## src/rtl/alu_seq_muldiv.sv

```systemverilog
// Registered valid/ready execute ALU with optional iterative unsigned MUL/MULHU/DIVU/REMU.
// Define ALU_MULDIV_EN to build the shift-add multiplier and restoring divider.
module alu_seq_muldiv #(
    parameter int XLEN = 32
) (
    input  logic            clk,
    input  logic            rst_n,
    input  logic            flush,
    input  logic            in_valid,
    output logic            in_ready,
    input  logic [XLEN-1:0] in1,
    input  logic [XLEN-1:0] in2,
    input  logic [3:0]      alu_ctrl,
    output logic            out_valid,
    input  logic            out_ready,
    output logic [XLEN-1:0] alu_result,
    output logic            zero,
    output logic            busy
);
    localparam int SHW = $clog2(XLEN);

    typedef enum logic [1:0] {IDLE, BUSY, DONE} state_e;

    state_e          state_q, state_d;
    logic [XLEN-1:0] result_q, result_d;
    logic [XLEN-1:0] simple_res;
    logic [SHW-1:0]  shamt;
    logic            accept;
    logic            start_iter;

    assign shamt = in2[SHW-1:0];

    always_comb begin
        simple_res = '0;
        case (alu_ctrl)
            4'b0000: simple_res = in1 & in2;
            4'b0001: simple_res = in1 | in2;
            4'b0010: simple_res = in1 + in2;
            4'b0110: simple_res = in1 - in2;
            4'b0011: simple_res = in1 ^ in2;
            4'b0111: simple_res = {{(XLEN-1){1'b0}}, ($signed(in1) < $signed(in2))};
            4'b1000: simple_res = {{(XLEN-1){1'b0}}, (in1 < in2)};
            4'b1001: simple_res = in1 << shamt;
            4'b1010: simple_res = in1 >> shamt;
            4'b1011: simple_res = XLEN'($signed(in1) >>> shamt);
            default: simple_res = '0;
        endcase
    end

    assign in_ready   = (state_q == IDLE) || ((state_q == DONE) && out_ready);
    assign accept     = in_valid && in_ready && !flush;
    assign out_valid  = (state_q == DONE);
    assign alu_result = result_q;
    assign zero       = (result_q == '0);

`ifdef ALU_MULDIV_EN
    localparam int CNT_W = $clog2(XLEN) + 1;

    logic [CNT_W-1:0]  cnt_q, cnt_d;
    logic [2*XLEN-1:0] acc_q, acc_d, step;
    logic [XLEN-1:0]   opb_q, opb_d;
    logic [1:0]        op_q, op_d;
    logic [XLEN:0]     mul_sum, div_shift, div_trial;
    logic              div_ok;

    assign start_iter = (alu_ctrl[3:2] == 2'b11);
    assign busy       = (state_q == BUSY);

    // acc holds {high, low} product for MUL and {remainder, quotient} for DIV
    always_comb begin
        mul_sum   = {1'b0, acc_q[2*XLEN-1:XLEN]} + {1'b0, (acc_q[0] ? opb_q : {XLEN{1'b0}})};
        div_shift = {acc_q[2*XLEN-1:XLEN], acc_q[XLEN-1]};
        div_trial = div_shift - {1'b0, opb_q};
        div_ok    = ~div_trial[XLEN];
        step      = {mul_sum, acc_q[XLEN-1:1]};
        if (op_q[1]) begin
            step = {(div_ok ? div_trial[XLEN-1:0] : div_shift[XLEN-1:0]), acc_q[XLEN-2:0], div_ok};
        end
    end

    always_ff @(posedge clk or negedge rst_n) begin
        if (!rst_n) begin
            cnt_q <= '0;
            acc_q <= '0;
            opb_q <= '0;
            op_q  <= '0;
        end else begin
            cnt_q <= cnt_d;
            acc_q <= acc_d;
            opb_q <= opb_d;
            op_q  <= op_d;
        end
    end
`else
    assign start_iter = 1'b0;
    assign busy       = 1'b0;
`endif

    always_comb begin
        state_d  = state_q;
        result_d = result_q;
`ifdef ALU_MULDIV_EN
        cnt_d = cnt_q;
        acc_d = acc_q;
        opb_d = opb_q;
        op_d  = op_q;
`endif
        case (state_q)
            IDLE, DONE: begin
                if (accept) begin
                    if (start_iter) begin
                        state_d = BUSY;
`ifdef ALU_MULDIV_EN
                        cnt_d = '0;
                        acc_d = {{XLEN{1'b0}}, in1};
                        opb_d = in2;
                        op_d  = alu_ctrl[1:0];
`endif
                    end else begin
                        state_d  = DONE;
                        result_d = simple_res;
                    end
                end else if ((state_q == DONE) && out_ready) begin
                    state_d = IDLE;
                end
            end
            BUSY: begin
`ifdef ALU_MULDIV_EN
                acc_d = step;
                cnt_d = cnt_q + CNT_W'(1);
                if (cnt_q == CNT_W'(XLEN - 1)) begin
                    state_d  = DONE;
                    result_d = op_q[0] ? step[2*XLEN-1:XLEN] : step[XLEN-1:0];
                end
`else
                state_d = IDLE;
`endif
            end
            default: state_d = IDLE;
        endcase
        // flush wins over everything, but the last result stays visible
        if (flush) begin
            state_d = IDLE;
        end
    end

    always_ff @(posedge clk or negedge rst_n) begin
        if (!rst_n) begin
            state_q  <= IDLE;
            result_q <= '0;
        end else begin
            state_q  <= state_d;
            result_q <= result_d;
        end
    end

endmodule

```

## config.mk

```make
export PLATFORM = sky130hd
export DESIGN_NAME = alu_seq_muldiv
export DESIGN_NICKNAME = d
export VERILOG_FILES = /design/src/rtl/alu_seq_muldiv.sv
export SDC_FILE = /design/constraint.sdc
export NUM_CORES = 1
export LEC_CHECK = 0
export CAP_MARGIN = 20
export CORE_MARGIN = 2
export CORE_UTILIZATION = 29
export CTS_CLUSTER_DIAMETER = 80
export CTS_CLUSTER_SIZE = 40
export DETAILED_ROUTE_END_ITERATION = 6
export SYNTH_ARGS = -nofsm -noshare
export SYNTH_HDL_FRONTEND = slang
export SYNTH_SLANG_ARGS = --single-unit
```

## constraint.sdc

```tcl
create_clock -name clk -period 2 [get_ports clk]
set_input_delay 0.4 -clock clk [delete_from_list [all_inputs] [get_ports clk]]
set_output_delay 0.4 -clock clk [all_outputs]
set_load 0.01 [all_outputs]
```

==> impl_metrics.prom <==
# TYPE chip_impl_metric gauge
chip_impl_info{name="worst_hold_path_type",value="flop to flop"} 1
chip_impl_metric{name="grt_max_degree",unit=""} 73
chip_impl_metric{name="peakVddDrop",unit="V"} 0.000424
chip_impl_metric{name="detail_route.iter0.violations",unit=""} 1506
chip_impl_metric{name="ff2ff_setup_slack",unit="ps"} -140
chip_impl_metric{name="clkSlewWorstSetupHoldPaths",unit="ps"} 60
chip_impl_metric{name="crit_fanout",unit=""} 3
chip_impl_info{name="worstSetupEndpointType",value="flop"} 1
chip_impl_metric{name="synthesis.nets",unit=""} 1529
chip_impl_metric{name="power.static_leakage",unit="nW"} 8.03
chip_impl_info{name="clock_tree.root_cell",value="clkbuf_16"} 1
chip_impl_metric{name="yosys.area.top_type_share",unit=""} 0.130
chip_impl_info{name="synth_top_cell_by_area",value="ha_1"} 1
chip_impl_metric{name="clock_path_buffers",unit=""} 2
chip_impl_metric{name="finalHoldViolCount",unit=""} 0
chip_impl_metric{name="critical_path_arrival",unit="ps"} 3060
chip_impl_info{name="commonest_non_fill_non_tap_cell_in_the_layout",value="buf_4"} 1
chip_impl_metric{name="synth-seq-area-share",unit=""} 0.0850
chip_impl_info{name="worstSetupStartpoint",value="in1[0]"} 1
chip_impl_metric{name="count_of_cell_types_in_the_netlist",unit=""} 84
chip_impl_metric{name="regArea",unit="sq um"} 827
chip_impl_metric{name="synth_cells",unit=""} 1353
chip_impl_metric{name="fmax",unit="MHz"} 342
chip_impl_metric{name="timing.final.max_slew_violations",unit=""} 0
chip_impl_metric{name="drt_pre_antenna_iters",unit=""} 5
chip_impl_metric{name="start_util",unit=""} 0.292
chip_impl_metric{name="num_antenna_cells",unit=""} 0
chip_impl_metric{name="synth_warnings",unit=""} 0
chip_impl_metric{name="top_level_ports",unit=""} 109
chip_impl_info{name="failed_checks",value="negative setup slack"} 1
chip_impl_metric{name="timing.final.crit_period",unit="ps"} 2920
chip_impl_info{name="critPathLaunchType",value="primary input"} 1
chip_impl_metric{name="setup-tns-final",unit="ps"} -21230
chip_impl_info{name="synth_top_flop_cell",value="dfrtp_1"} 1
chip_impl_metric{name="die_y",unit="um"} 187
chip_impl_metric{name="postCtsHoldBufs",unit=""} 0
chip_impl_metric{name="core-area",unit="sq um"} 33300
chip_impl_metric{name="cap_violations",unit=""} 0
chip_impl_metric{name="avgRoutedWirePerCell",unit="um"} 24.2
chip_impl_info{name="rsz_0062_raised_after_global_routing",value="yes"} 1
chip_impl_metric{name="postSynth.asyncResetShare",unit=""} 1.00
chip_impl_metric{name="routed_wl",unit="mm"} 59.3
chip_impl_info{name="crit_path_cell_trace",value="buf_12, inv_6, ha_4, fa_2, o21ba_4, or4_4, buf_6, a21oi_4, o31ai_4, a31oi_4, buf_6, a21oi_2, o221ai_2, xnor2_1, o221ai_1"} 1
chip_impl_metric{name="cellPowerDensity",unit="nW/um^2"} 386
chip_impl_metric{name="wire_length_of_the_first_global_routing_pass",unit="mm"} 86.7
chip_impl_metric{name="finalClockSkew",unit="ps"} 6.71
chip_impl_metric{name="finish.utilization",unit=""} 0.548
chip_impl_metric{name="timing_worst_slew_pin_value",unit="ps"} 686
chip_impl_metric{name="area_delta_synth_final",unit="%"} 87.7
chip_impl_metric{name="drt.antenna.violating_nets",unit=""} 0
chip_impl_metric{name="timing.critical_path.slowest_cell_delay",unit="ps"} 450
chip_impl_info{name="timing.rr.start",value="state_q[1]$_DFFE_PN0P_"} 1
chip_impl_metric{name="multiInputGateArea",unit="sq um"} 9990
chip_impl_metric{name="fp.dieW",unit="um"} 187
chip_impl_info{name="layout_common_cells",value="buf_4 (552), nor2_1 (155), nand2_1 (102)"} 1
chip_impl_metric{name="num-fill-cells",unit=""} 3098
chip_impl_metric{name="netlist_area_before_placement",unit="sq um"} 9710
chip_impl_metric{name="finalCritPeriodShare",unit=""} 1.46
chip_impl_info{name="cpMaxStageDelayCell",value="or4_4"} 1
chip_impl_metric{name="route.detailed.vias_per_inst",unit=""} 5.73
chip_impl_info{name="critical_path.reg2reg.endpoint",value="alu_result[24]$_DFFE_PN0P_"} 1
chip_impl_metric{name="worstPathRequired",unit="ps"} 2140
chip_impl_metric{name="globalRouteTotalUtil",unit=""} 0.325
chip_impl_metric{name="die_area",unit="sq um"} 35000
chip_impl_info{name="tritoncts",value="yes"} 1
chip_impl_metric{name="post_synth_edffs",unit=""} 0
chip_impl_metric{name="grt_antenna_before_repair",unit=""} 0
chip_impl_metric{name="htreeDepth",unit=""} 2
chip_impl_info{name="critPathCapture",value="alu_result[28]$_DFFE_PN0P_"} 1
chip_impl_metric{name="routability_congestion",unit=""} 1.02
chip_impl_info{name="status",value="complete, but fails checks"} 1
chip_impl_metric{name="synthesis.area_per_instance",unit="sq um"} 7.18
chip_impl_metric{name="route.vias.total",unit=""} 14031
chip_impl_metric{name="post-route-worst-setup-slack",unit="ps"} -922
chip_impl_metric{name="grt_pass1_vias",unit=""} 13674
chip_impl_info{name="ys_top_cells_by_area",value="ha_1 (13%), mux4_2 (8.8%), dfrtp_1 (8.5%), a21oi_1 (7.0%), nor2_1 (6.9%)"} 1
chip_impl_metric{name="final_layout_net_count",unit=""} 2177
chip_impl_metric{name="timing.max_slew.rel_slack",unit=""} 0.536
chip_impl_metric{name="min_delay_path_depth",unit=""} 2
chip_impl_metric{name="clock_latency",unit="ps"} 280
chip_impl_metric{name="route.detailed.drc",unit=""} 0
chip_impl_metric{name="hpwlAfterDp",unit="mm"} 46.7
chip_impl_metric{name="cts_buffer_count",unit=""} 5
chip_impl_info{name="hold_path_startpoint",value="alu_result[7]$_DFFE_PN0P_"} 1
chip_impl_metric{name="post_route_cells_drive_above_1_share",unit=""} 0.535
chip_impl_metric{name="port-buffer-count",unit=""} 107
chip_impl_metric{name="timing.reg2reg.worst_path_depth",unit=""} 9
chip_impl_metric{name="setup_viol",unit=""} 32
chip_impl_metric{name="yosys_register_bits",unit=""} 33
chip_impl_metric{name="clock-sinks",unit=""} 33
chip_impl_metric{name="placement_rows",unit=""} 67
chip_impl_info{name="timing.critical_path.mode_cell",value="buf_6"} 1
chip_impl_metric{name="global_route.overflow_total",unit=""} 0
chip_impl_info{name="setup.worst_path.class",value="primary input to flop"} 1
-- worst min-delay path by stage --
| stage | to | slack (ps) |
|---|---|---|
| 4_1_cts | alu_result[7]$_DFFE_PN0P_ | 520 |
| 6_report | alu_result[7]$_DFFE_PN0P_ | 510 |
| 2_1_floorplan | alu_result[0]$_DFFE_PN0P_ | 100 |
| 3_3_place_gp | alu_result[7]$_DFFE_PN0P_ | 500 |
| 5_1_grt | alu_result[4]$_DFFE_PN0P_ | 560 |
| 3_5_place_dp | alu_result[7]$_DFFE_PN0P_ | 510 |
-- worst max-delay path, delay by kind of cell --
family / cells / cell delay (ps)
XOR/XNOR: 1 / 140
buffers and inverters: 4 / 400
adder cells (fa/ha/maj): 2 / 510
AND/OR/NAND/NOR: 1 / 450
AO/OA/AOI/OAI: 7 / 1170
-- power breakdown --
part           leakage (nW)  internal (mW)  total (mW)  switching [mW]
sequential            0.427          0.764       0.854          0.0903
clock                0.0700          0.489       0.773           0.284
combinational          7.53           2.64        5.41            2.77
total                  8.03           3.89        7.04            3.15
-- layout make-up --
class                   instances  area share
flip-flops and latches         33      0.0454
well taps                     448      0.0307
clock buffers                   7     0.00782
multi-input cells            1124       0.548
repair buffers                740       0.346
inverters                      97      0.0226
-- per-stage QoR --
| stage | instance area, sq um | power, mW | worst slack (ps) | hold slack (ps) | cells |
|---|---|---|---|---|---|
| after floorplan | 10000 | 2.78 | -972 | 104 | 1353 |
| after global placement | 15200 | 5.14 | -1800 | 505 | 2350 |
| after detailed placement | 15200 | 5.16 | -1830 | 508 | 2350 |
| after CTS | 17600 | 6.65 | -943 | 519 | 2428 |
| after global routing | 18200 | 7.32 | -1010 | 561 | 2449 |
| final | 18200 | 7.04 | -922 | 514 | 2449 |
-- cell families (layout without fill, tap and decap cells) --
family	Yosys count	in the layout	share of synthesized area
fa+ha+maj	103	103	0.134
other cells	1	1	0.000386
xor+xnor	20	20	0.0180
flops	33	33	0.0850
buf+inv	196	844	0.0844
compound gates	487	487	0.331
mux	102	102	0.156
simple gates	411	411	0.190
-- timing repair --
item,4_1_cts,5_1_grt
endpoints found under the hold margin,0,0
setup buffers,68,30
gates resized for setup,573,119
endpoints found under the setup margin,33,33
gates cloned,7,0
pin swaps,126,116
-- synth_stat cells (4+ instances only) --
cell type,instances
o21ai_1,34
mux2_2,8
o21bai_1,12
a221oi_1,24
nand3b_1,4
nand3_1,21
a31oi_1,16
o221ai_1,11
a211oi_1,20
nor4_1,19
and2_1,7
mux2_1,10
ha_1,101
a21o_1,16
o211ai_1,21
o22ai_1,11
a211o_1,4
nor2b_1,7
clkbuf_1,57
inv_2,7
nor2_1,178
a22o_1,8
a21oi_1,136
nand2b_1,8
mux2i_1,46
a21boi_0,4
or3_1,10
buf_2,22
mux4_2,38
a22oi_1,18
buf_1,11
dfrtp_1,33
buf_6,6
o31ai_1,11
o21a_1,6
xnor2_1,18
nand2_1,112
a221o_1,13
a311oi_1,4
nand4_1,10
inv_1,89
nor3_1,15
o21ai_0,81
-- routing by layer --
metal | vias up | track usage | share of wire
met5 | - | 0 | 0
met1 | 6758 | 0.424 | 0.40
li1 | 6319 | - | -
met3 | 145 | 0.0437 | 0.084
met2 | 809 | 0.527 | 0.45
met4 | 0 | 0.161 | 0.063
-- sequential cells by signal, summed over array words and instances, names as in the netlist --
name	cells
alu_result	32
state_q	1
Note: power is estimated with default switching activity, not from simulation.
